### src/rtl/ft_tx_arbiter_if.sv
// ft_tx_arbiter_if: requester streams plus FT bridge write port shared by the TX arbiter.
interface ft_tx_arbiter_if #(
  parameter int BUS_WIDTH = 16,
  parameter int CHANNELS  = 4
);
  logic [CHANNELS*BUS_WIDTH-1:0] ch_data;
  logic [CHANNELS-1:0]           ch_valid;
  logic [CHANNELS-1:0]           ch_last;
  logic [CHANNELS-1:0]           ch_ready;
  logic [BUS_WIDTH-1:0]          ft_din;
  logic [BUS_WIDTH/8-1:0]        ft_din_be;
  logic                          ft_din_valid;
  logic                          ft_din_full;
  logic                          busy;
  logic [3:0]                    grant_ch;
  modport master (
    input  ch_data, ch_valid, ch_last, ft_din_full,
    output ch_ready, ft_din, ft_din_be, ft_din_valid, busy, grant_ch
  );
  modport slave (
    output ch_data, ch_valid, ch_last, ft_din_full,
    input  ch_ready, ft_din, ft_din_be, ft_din_valid, busy, grant_ch
  );
endinterface

### src/rtl/ft_tx_arbiter.sv
// ft_tx_arbiter: round-robin packetiser of CHANNELS streams onto the FT bridge write port.
// Optional FT_ARB_TIMEOUT_EN closes a stalled DATA phase with a 4'h6 trailer.
module ft_tx_arbiter #(
  parameter int BUS_WIDTH      = 16,
  parameter int CHANNELS       = 4,
  parameter int MAX_BURST      = 64,
  parameter int TIMEOUT_CYCLES = 256
) (
  input logic clk,
  input logic rst_n,
  ft_tx_arbiter_if.master bus
);
  localparam int CW = CHANNELS > 1 ? $clog2(CHANNELS) : 1;
  typedef enum logic [1:0] {IDLE, HEADER, DATA, TRAILER} state_t;
  state_t state_q, state_d;
  logic [3:0] grant_q, grant_d;
  logic [7:0] count_q, count_d;
  logic [CW-1:0] gsel;
  logic [3:0] tag;
  logic cur_valid, cur_last, full;
  logic [BUS_WIDTH-1:0] cur_data;
`ifdef FT_ARB_TIMEOUT_EN
  localparam int SW = $clog2(TIMEOUT_CYCLES + 1);
  logic [SW-1:0] stall_q, stall_d;
  logic to_q, to_d;
  assign tag = to_q ? 4'h6 : 4'h5;
`else
  assign tag = 4'h5;
`endif
  assign gsel          = grant_q[CW-1:0];
  assign full          = bus.ft_din_full;
  assign cur_valid     = bus.ch_valid[gsel];
  assign cur_last      = bus.ch_last[gsel];
  assign cur_data      = bus.ch_data[int'(gsel)*BUS_WIDTH +: BUS_WIDTH];
  assign bus.ft_din_be = '1;
  assign bus.busy      = state_q != IDLE;
  assign bus.grant_ch  = grant_q;
  always_comb begin
    state_d          = state_q;
    grant_d          = grant_q;
    count_d          = count_q;
    bus.ch_ready     = '0;
    bus.ft_din       = '0;
    bus.ft_din_valid = 1'b0;
`ifdef FT_ARB_TIMEOUT_EN
    stall_d          = stall_q;
    to_d             = to_q;
`endif
    case (state_q)
      IDLE: begin
        // Lowest requester above the last grant wins; otherwise wrap to the lowest overall.
        for (int i = CHANNELS - 1; i >= 0; i--)
          if (bus.ch_valid[i] && i <= int'(grant_q)) begin
            grant_d = 4'(i);
            state_d = HEADER;
          end
        for (int i = CHANNELS - 1; i >= 0; i--)
          if (bus.ch_valid[i] && i > int'(grant_q)) begin
            grant_d = 4'(i);
            state_d = HEADER;
          end
      end
      HEADER: begin
        bus.ft_din       = BUS_WIDTH'({4'hA, grant_q, 8'h00});
        bus.ft_din_valid = !full;
        count_d          = full ? count_q : 8'd0;
        state_d          = full ? HEADER : DATA;
`ifdef FT_ARB_TIMEOUT_EN
        stall_d          = '0;
        to_d             = 1'b0;
`endif
      end
      DATA: begin
        bus.ch_ready[gsel] = !full;
        bus.ft_din         = cur_data;
        bus.ft_din_valid   = cur_valid && !full;
        if (cur_valid && !full) begin
          count_d = count_q + 8'd1;
          state_d = (cur_last || count_q + 8'd1 == 8'(MAX_BURST)) ? TRAILER : DATA;
        end
`ifdef FT_ARB_TIMEOUT_EN
        stall_d = cur_valid ? '0 : stall_q + 1'b1;
        if (!cur_valid && stall_q + 1'b1 == SW'(TIMEOUT_CYCLES)) begin
          state_d = TRAILER;
          to_d    = 1'b1;
        end
`endif
      end
      default: begin
        bus.ft_din       = BUS_WIDTH'({tag, grant_q, count_q});
        bus.ft_din_valid = !full;
        state_d          = full ? TRAILER : IDLE;
      end
    endcase
  end
  always_ff @(posedge clk or negedge rst_n) begin
    if (!rst_n) begin
      state_q <= IDLE;
      grant_q <= 4'(CHANNELS - 1);
      count_q <= '0;
`ifdef FT_ARB_TIMEOUT_EN
      stall_q <= '0;
      to_q    <= 1'b0;
`endif
    end else begin
      state_q <= state_d;
      grant_q <= grant_d;
      count_q <= count_d;
`ifdef FT_ARB_TIMEOUT_EN
      stall_q <= stall_d;
      to_q    <= to_d;
`endif
    end
  end
endmodule

### src/flat_wrapper.sv
// flat-port wrapper written by rule: the top's interface ports become plain ports
module ft_tx_arbiter_flat 
#(
  parameter int BUS_WIDTH      = 16,
  parameter int CHANNELS       = 4,
  parameter int MAX_BURST      = 64,
  parameter int TIMEOUT_CYCLES = 256
)
  (clk, rst_n, bus_ch_data, bus_ch_valid, bus_ch_last, bus_ft_din_full, bus_ch_ready, bus_ft_din, bus_ft_din_be, bus_ft_din_valid, bus_busy, bus_grant_ch);
  ft_tx_arbiter_if #(.BUS_WIDTH(BUS_WIDTH), .CHANNELS(CHANNELS)) bus_i ();
  input logic clk;
  input logic rst_n;
  input wire logic [$bits(bus_i.ch_data)-1:0] bus_ch_data;
  input wire logic [$bits(bus_i.ch_valid)-1:0] bus_ch_valid;
  input wire logic [$bits(bus_i.ch_last)-1:0] bus_ch_last;
  input wire logic [$bits(bus_i.ft_din_full)-1:0] bus_ft_din_full;
  output wire logic [$bits(bus_i.ch_ready)-1:0] bus_ch_ready;
  output wire logic [$bits(bus_i.ft_din)-1:0] bus_ft_din;
  output wire logic [$bits(bus_i.ft_din_be)-1:0] bus_ft_din_be;
  output wire logic [$bits(bus_i.ft_din_valid)-1:0] bus_ft_din_valid;
  output wire logic [$bits(bus_i.busy)-1:0] bus_busy;
  output wire logic [$bits(bus_i.grant_ch)-1:0] bus_grant_ch;
  assign bus_i.ch_data = bus_ch_data;
  assign bus_i.ch_valid = bus_ch_valid;
  assign bus_i.ch_last = bus_ch_last;
  assign bus_i.ft_din_full = bus_ft_din_full;
  assign bus_ch_ready = bus_i.ch_ready;
  assign bus_ft_din = bus_i.ft_din;
  assign bus_ft_din_be = bus_i.ft_din_be;
  assign bus_ft_din_valid = bus_i.ft_din_valid;
  assign bus_busy = bus_i.busy;
  assign bus_grant_ch = bus_i.grant_ch;
  ft_tx_arbiter #(.BUS_WIDTH(BUS_WIDTH), .CHANNELS(CHANNELS), .MAX_BURST(MAX_BURST), .TIMEOUT_CYCLES(TIMEOUT_CYCLES)) u_core (.clk(clk), .rst_n(rst_n), .bus(bus_i));
endmodule
### config.mk
export PLATFORM = sky130hd
export DESIGN_NAME = ft_tx_arbiter_flat
export DESIGN_NICKNAME = d
export VERILOG_FILES = /design/src/rtl/ft_tx_arbiter_if.sv /design/src/rtl/ft_tx_arbiter.sv /design/src/flat_wrapper.sv
export SDC_FILE = /design/constraint.sdc
export NUM_CORES = 1
export LEC_CHECK = 0
export CORE_MARGIN = 4
export CORE_UTILIZATION = 59
export CTS_CLUSTER_SIZE = 14
export DETAILED_ROUTE_END_ITERATION = 16
export DONT_BUFFER_PORTS = 1
export MAX_ROUTING_LAYER = met4
export PLACE_DENSITY = 0.82
export SLEW_MARGIN = 20
export SYNTH_ARGS = -nofsm -noshare
export SYNTH_HDL_FRONTEND = slang
export SYNTH_SLANG_ARGS = --single-unit
export TNS_END_PERCENT = 30
### constraint.sdc
create_clock -name clk -period 4.19 [get_ports clk]
set_clock_uncertainty 0.2 [all_clocks]
set_input_delay 0.6285 -clock clk [delete_from_list [all_inputs] [get_ports clk]]
set_output_delay 0.6285 -clock clk [all_outputs]
set_load 0.005 [all_outputs]
==> results.cfg, run 1 <==
[run]
drv_cap = 0

[worst_hold_path]
hp-class = in -> reg

[final_layout]
fin_cells = 175
nNetsFinal = 222
layout-drive-gt1-share_pct = 16.55
diodes = 0
synthToLayoutAreaGrowth_pct = -1.750

[clocking]
htreeDepth = 1
clock_latency_ps = 290
clkSinkCount = 12
clock_path_buffers = 2
cts_tree = built
cts-buffers-inserted = 3
clock_tree.root_cell = clkbuf_4
ctsResizeCount = 0
cts.clk_slew.worst_paths_ps = 80

[drt]
vias = 1265
via_per_inst = 7.229
wl_per_cell_um = 22.41
route.detailed.drc = 0
drtIter0Drc = 67
wl_um = 3921
firstDrtPassIters = 4
final_antenna_net_count = 0

[place]
dp_cells = 170
dp_hpwl_um = 3058
place.gp.congestion = 0.9202
portBuffers = 0

[timing]
worst_slew_pin_slew_ps = 828.0
period_needed_ps = 3042
finalSetupViolations = 0
finalCritPeriodShare_pct = 72.60
slew_headroom_pct = 44.80
slew_violations = 0
grt_setup_unrepaired = no
hold_viol = 0
fmax_mhz = 328.7
setup_tns_ps = 0

[floorplanning]
start_util_pct = 61.16
rows = 18
coreArea_um2 = 2455
die-area_um2 = 3416
die_h_um = 58.45
ioPinCount = 103
dieWidth_um = 58.45

[yosys]
netlist.area_leader.share_pct = 19.50
yosysMostFrequentCell = mux4_2
netlist_area_um2 = 1501
yosysWarnings = 0
synth-seq-cells = 12
synth_cell_types = 42
avgSynthCellArea_um2 = 9.625
synthCells = 156
yosys.area.top_type = mux4_2
synth_area_leaders = mux4_2 19%, dfrtp_1 17%, mux4_1 8.8%
synthFlopType = dfrtp_1
synthTopCellsByCount = 13 x mux4_2, 12 x nand2_1, 10 x dfrtp_1, 10 x nand3_1
ys_seq_area_share_pct = 20.17
async_flop_share_pct = 100.0
synth_edf_count = 0

[outcome]
status = complete, no violations

[global_route]
grt_pass1_vias = 1236
grt_antenna_before_repair = 0
track_usage_pct = 24.53
grt-ovfl-total = 0
grt_pass1_wl_um = 6210
grt_max_degree = 30

[setup_path]
cp-end-kind = output pin
path_class = reg -> out
cp_max_fo = 29
worstPathArrival_ps = 2210
crit_path_start_kind = flip-flop
cp.required_ps = 3360

[power_and_ir_drop]
total_power_uw = 890.7
ir_drop_v = 0.0003541
power_density_nw_per_um2 = 603.8
leakage_uw = 0.0005761
cell type report:
type                    count  area (um2)
clock buffers               4       26.28
fillers                   217       979.7
inverters                   6       22.52
multi-input cells         122        1076
flip-flops and latches     12       302.8
well taps                  30       37.54
repair buffers              1       10.01
flip-flops by register name, indices dropped and copies added (netlist names):
signal / flops
u_core.bus.grant_ch: 2
u_core.state_q: 2
u_core.count_q: 8
cell usage in the layout, fill, tap and decap left out, types with 2 or more instances in the layout:
cell type and count:
clkbuf_4 3, o21ai_0 5, mux2i_1 9, a22o_1 2
o21a_1 2, nand2_1 12, nand3_1 10, mux4_1 5
or3_1 2, o22ai_1 2, and3_1 4, o21ai_1 4
nand2b_1 3, conb_1 4, nand4b_1 2, nor4_1 2
dfrtp_1 10, nor2_1 9, nor2b_1 9, a21oi_1 5
and2_1 2, inv_1 6, dfstp_2 2, nand4_1 2
mux4_2 13
path summary, 6_finish.rpt:
check	from	end	slack [ps]	cells past startpoint
max in group asynchronous	rst_n	u_core.bus.grant_ch[0]$_DFFE_PN1P_	2860	1
min	bus_ft_din_full	u_core.state_q[1]$_DFFE_PN0P_	240	1
min reg2reg	u_core.count_q[0]$_DFFE_PN0P_	u_core.count_q[0]$_DFFE_PN0P_	390	1
max	u_core.bus.grant_ch[0]$_DFFE_PN1P_	bus_ft_din[0]	1150	3
max reg2reg	u_core.bus.grant_ch[0]$_DFFE_PN1P_	u_core.count_q[5]$_DFFE_PN0P_	1830	4
min in group asynchronous	rst_n	u_core.count_q[5]$_DFFE_PN0P_	550	1
metal layers:
layer / vias to the layer above / share of wire (%) / track usage, %
met5: - / 0 / -
li1: 565 / - / -
met4: 0 / 2.3 / 8.940
met3: 11 / 8.1 / 3.947
met1: 606 / 36 / 29.91
met2: 83 / 53 / 40.99
worst max-delay path, stage by stage, from the launching register on:
cell     delay (ps)
dfstp_2        1010
mux4_1          670
mux2i_1         160
nor2b_1          90
report_power, final:
| part | switching, uW | internal [uW] | leakage, uW |
|---|---|---|---|
| Combinational | 194 | 287 | 0.000408 |
| Sequential | 176 | 157 | 0.000154 |
| Clock | 41.0 | 37.0 | 0.0000150 |
| Total | 411 | 480 | 0.000576 |
cell families after synthesis:
kind of cell,synth area share [%]
multiplexers,34.25
buffers and inverters,8.666
other,0.5002
AND/OR/NAND/NOR,22.75
flip-flops,20.17
XOR/XNOR,0.5834
adder cells (fa/ha/maj),0.8332
AO/OA/AOI/OAI,12.25
metrics by stage:
stage / util (%) / hold slack, ps / cell area (um2) / setup WS, ps
after CTS: 60.09 / 240.0 / 1475 / 1149
after global placement: 58.61 / 133.2 / 1439 / 1535
after global routing: 60.09 / 254.9 / 1475 / 1039
after floorplan: - / 132.9 / 1509 / 1655
final: 60.09 / 240.8 / 1475 / 1148
after detailed placement: 58.61 / 133.2 / 1439 / 1447
repair_timing:
action,CTS,global route
setup buffers,0,0
hold buffers,1,0
hold endpoints to repair,12,0
setup endpoints to repair,0,0
Power figures use the tool's default switching activity.
==> run 2: changes to the inputs <==
==> constraint.sdc (replaced) <==
create_clock -name clk -period 3.1 [get_ports clk]
set_clock_uncertainty 0.2 [all_clocks]
set_input_delay 0.465 -clock clk [delete_from_list [all_inputs] [get_ports clk]]
set_output_delay 0.465 -clock clk [all_outputs]
set_load 0.005 [all_outputs]
==> run 2 against run 1 <==
Critical endpoint unchanged. Combinational power increased by 60%. Final cell count is 2.3% higher. Non-clock buffer count grew 4. Core utilization increased by 1.6 points. Worst setup slack got worse by 790 ps.
==> results.cfg, run 2 (same netlist as run 1, synthesis figures left out) <==
[place]
pre_cts_ws_ps = 653.6
place.gp.congestion = 0.8319
placed_area_um2 = 1469
dp_hpwl_um = 3136
portBuffers = 0

[setup_path]
path_class = reg -> out
cp-startpoint = u_core.bus.grant_ch[0]$_DFFE_PN1P_
worstPathArrival_ps = 2080
cp_max_fo = 23
crit_path_start_kind = flip-flop
rr_startpoint = u_core.bus.grant_ch[0]$_DFFE_PN1P_
r2r_slack_ps = 800
rr_endpoint = u_core.count_q[6]$_DFFE_PN0P_
r2r_cells = 4
cp.required_ps = 2430
cp-end-kind = output pin
crit_path_end = bus_ft_din[0]

[timing]
fmax_mhz = 364.8
hold_viol = 0
setup_ws_ps = 359.0
period_needed_ps = 2741
finalSetupViolations = 0
worst_slew_pin_slew_ps = 597.0
slew_headroom_pct = 60.20
slew_violations = 0
grt_setup_unrepaired = no
setup_tns_ps = 0
finalCritPeriodShare_pct = 88.42

[final_layout]
design_area_um2 = 1515
nNetsFinal = 226
final_cell_mix = 13 x mux4_2, 12 x nand2_1, 10 x nand3_1, 10 x dfrtp_1
synthToLayoutAreaGrowth_pct = 0.9165
largest-register = u_core.count_q
largest_register_ff_count = 8
layout-drive-gt1-share_pct = 19.46
layout_commonest_cell = mux4_2
diodes = 0
utilization_pct = 61.72

[clocking]
cts.clk_slew.worst_paths_ps = 80
postCtsSetupRepairBufs = 0
cts_tree = built
cts_hold_buf = 1
clkSinkCount = 12
clock_tree.root_cell = clkbuf_4
htreeDepth = 1
ctsResizeCount = 0
cts-buffers-inserted = 3
clock_path_buffers = 2
clock_latency_ps = 280

[worst_hold_path]
hp-class = in -> reg
worstHoldPathCells = 1

[drt]
wl_um = 3863
vias = 1292
wl_per_cell_um = 21.58
drtIter0Drc = 48
final_antenna_net_count = 0
route.detailed.drc = 0
firstDrtPassIters = 4
via_per_inst = 7.218

[power_and_ir_drop]
leakage_uw = 0.0006008
power_density_nw_per_um2 = 831.6
ir_drop_v = 0.0005508

[floorplanning]
die_h_um = 58.45
die-area_um2 = 3416
coreArea_um2 = 2455
ioPinCount = 103
start_util_pct = 61.16
rows = 18
dieWidth_um = 58.45

[global_route]
grt_antenna_before_repair = 0
track_usage_pct = 24.50
grt-ovfl-total = 0
grt_pass1_wl_um = 6320
grt_max_degree = 29
grt_pass1_vias = 1323

[run]
drv_cap = 0

[outcome]
status = complete, no violations
-- run 2: how the worst min path moves through the flow --
| stage | start | end | slack (ps) |
|---|---|---|---|
| after global routing | bus_ft_din_full | u_core.state_q[1]$_DFFE_PN0P_ | 80 |
| final | bus_ft_din_full | u_core.state_q[1]$_DFFE_PN0P_ | 90 |
| after global placement | rst_n | u_core.count_q[6]$_DFFE_PN0P_ | -30 |
| after floorplan | rst_n | u_core.count_q[0]$_DFFE_PN0P_ | -30 |
| after detailed placement | rst_n | u_core.count_q[5]$_DFFE_PN0P_ | -30 |
| after CTS | bus_ft_din_full | u_core.state_q[1]$_DFFE_PN0P_ | 90 |
-- run 2: worst max-delay path: stages (launching register included) --
cell     delay (ps)
dfstp_2         920
mux4_1          630
mux2i_1         140
nor2b_1          80
-- run 2: through the flow --
| stage | hold slack (ps) | instances | total power (uW) |
|---|---|---|---|
| after floorplan | -30.59 | 158 | 1022 |
| after global placement | -30.31 | 174 | 1102 |
| after detailed placement | -30.30 | 174 | 1130 |
| after CTS | 88.77 | 179 | 1262 |
| after global routing | 80.94 | 179 | 1377 |
| final | 86.34 | 179 | 1260 |
-- run 2: per-layer routing --
metal	track usage (%)	vias up	share of wire (%)
li1	-	571	-
met1	29.50	638	36
met2	42.58	78	56
met3	4.605	5	7.2
met4	5.298	0	0.88
met5	-	-	0
-- run 2: final cells by class --
class | count | area (um2)
clock buffer | 4 | 36.28
fill | 196 | 939.7
inverter | 6 | 22.52
multi-input combinational | 122 | 1076
sequential | 12 | 302.8
tap | 30 | 37.54
timing repair buffer | 5 | 40.04
-- run 2: report_power, final --
group	leakage [uW]	switching, uW	internal [uW]	total (uW)
combinational	0.000426	357	413	770
sequential	0.000154	149	211	359
clock	0.0000210	58.9	71.5	130
total	0.000601	564	696	1260
==> run 3: changes to the inputs <==
==> constraint.sdc (replaced) <==
create_clock -name clk -period 2.6 [get_ports clk]
set_clock_uncertainty 0.2 [all_clocks]
set_input_delay 0.39 -clock clk [delete_from_list [all_inputs] [get_ports clk]]
set_output_delay 0.39 -clock clk [all_outputs]
set_load 0.005 [all_outputs]
==> run 3 against run 2 <==
Largest cell class unchanged. Via count about the same. Sequential power about the same. Worst setup slack got worse by 250 ps. Critical endpoint unchanged. Critical path depth increased by 1. Flip-flop and latch count unchanged. Core utilization decreased by 0.15 points.
==> results.cfg, run 3 (same netlist as run 1, synthesis figures left out) <==
[outcome]
status = complete, no violations

[clocking]
clock_latency_ps = 280
postCtsSetupRepairBufs = 0
cts.clk_slew.worst_paths_ps = 80
cts_tree = built
cts-buffers-inserted = 3
htreeDepth = 1
clkSinkCount = 12
clock_tree.root_cell = clkbuf_4
clock_path_buffers = 2

[floorplanning]
coreArea_um2 = 2455
start_util_pct = 61.16
die_h_um = 58.45
dieWidth_um = 58.45
rows = 18
die-area_um2 = 3416
ioPinCount = 103

[global_route]
grt_pass1_vias = 1297
grt-ovfl-total = 0
grt_pass1_wl_um = 6230
track_usage_pct = 25.11
grt_antenna_before_repair = 0
grt_max_degree = 29

[drt]
route.detailed.drc = 0
firstDrtPassIters = 4
wl_um = 4154
drtIter0Drc = 43
wl_per_cell_um = 23.34
vias = 1293
via_per_inst = 7.264
final_antenna_net_count = 0

[final_layout]
largest_register_ff_count = 8
utilization_pct = 61.57
layout_commonest_cell = mux4_2
multi_input_area_um2 = 1082
synthToLayoutAreaGrowth_pct = 0.6667
diodes = 0
nNetsFinal = 226
layout-drive-gt1-share_pct = 18.92
n_fill_cell = 203
seqCellArea_um2 = 302.8
final_cell_mix = 13 x mux4_2, 12 x nand2_1, 10 x nand3_1, 10 x dfrtp_1
fin_cells = 178
largest-register = u_core.count_q

[place]
dp_cells = 174
dp_hpwl_um = 3307
place.gp.congestion = 0.8419
portBuffers = 0

[setup_path]
crit_path_cell_trace = buf_6, mux4_1, mux2i_1, nor2b_1
path_depth = 4
cp.required_ps = 2010
r2r_slack_ps = 490
critPathTopFamily = multiplexers
path_class = reg -> out
cp-end-kind = output pin
r2r_cells = 4
worstPathArrival_ps = 1900
slowest_stage = mux4_1
crit_path_start_kind = flip-flop
slowest_delay_ps = 590
cp_max_fo = 12
cp-startpoint = u_core.bus.grant_ch[0]$_DFFE_PN1P_
worst-path-buf-inv = 1
rr_startpoint = u_core.state_q[1]$_DFFE_PN0P_
crit_path_end = bus_ft_din[0]
rr_endpoint = u_core.count_q[5]$_DFFE_PN0P_

[timing]
grt_setup_unrepaired = no
hold_viol = 0
slew_violations = 0
worst_slew_pin_slew_ps = 571.9
fmax_mhz = 401.2
finalSetupViolations = 0
setup_tns_ps = 0
period_needed_ps = 2492
slew_headroom_pct = 61.74
finalCritPeriodShare_pct = 95.86

[power_and_ir_drop]
power_density_nw_per_um2 = 996.6
ir_drop_v = 0.0006704
leakage_uw = 0.0005979

[worst_hold_path]
hp-class = in -> reg

[run]
drv_cap = 0
run 3: routing by layer:
| layer | wire length [um] | vias to the layer above | track usage [%] |
|---|---|---|---|
| met4 | 80 | 0 | 12.58 |
| met5 | 0 | - | - |
| met3 | 312 | 7 | 3.728 |
| li1 | - | 565 | - |
| met2 | 2260 | 85 | 41.95 |
| met1 | 1501 | 636 | 29.34 |
run 3: timing repair:
item	4_1_cts	5_1_grt
hold endpoints to repair	12	0
resized for setup	0	2
hold buffers	1	0
endpoints found under the setup margin	0	2
run 3: per-stage QoR:
step / hold slack [ps] / setup WS (ps) / instance area (um2) / power (uW)
after floorplan: -105.6 / 303.4 / 1509 / 1219
after global placement: -105.3 / 498.2 / 1469 / 1316
after detailed placement: -105.3 / 370.3 / 1469 / 1364
after CTS: 4.697 / 56.44 / 1501 / 1491
after global routing: 1.449 / 39.29 / 1511 / 1620
final: 2.935 / 107.7 / 1511 / 1506
run 3: area by class of cell:
class | count | area share [%]
Sequential cell | 12 | 20.03
Clock buffer | 3 | 1.490
Multi-Input combinational cell | 122 | 71.61
Inverter | 6 | 1.490
Timing Repair Buffer | 5 | 2.897
Tap cell | 30 | 2.483
run 3: worst min path at each step:
stage | from | to | slack [ps] | cells past startpoint
CTS | bus_ft_din_full | u_core.state_q[1]$_DFFE_PN0P_ | 5 | 1
detailed placement | rst_n | u_core.count_q[5]$_DFFE_PN0P_ | -110 | 0
global route | bus_ft_din_full | u_core.state_q[1]$_DFFE_PN0P_ | 1 | 1
floorplan | rst_n | u_core.count_q[0]$_DFFE_PN0P_ | -110 | 0
finish | bus_ft_din_full | u_core.state_q[1]$_DFFE_PN0P_ | 3 | 1
global placement | rst_n | u_core.count_q[6]$_DFFE_PN0P_ | -110 | 0
run 3: power breakdown:
group / internal [uW] / total (uW) / switching, uW
clock network: 53.9 / 122 / 68.0
registers: 250 / 362 / 112
logic: 507 / 1020 / 516
total: 810 / 1510 / 696
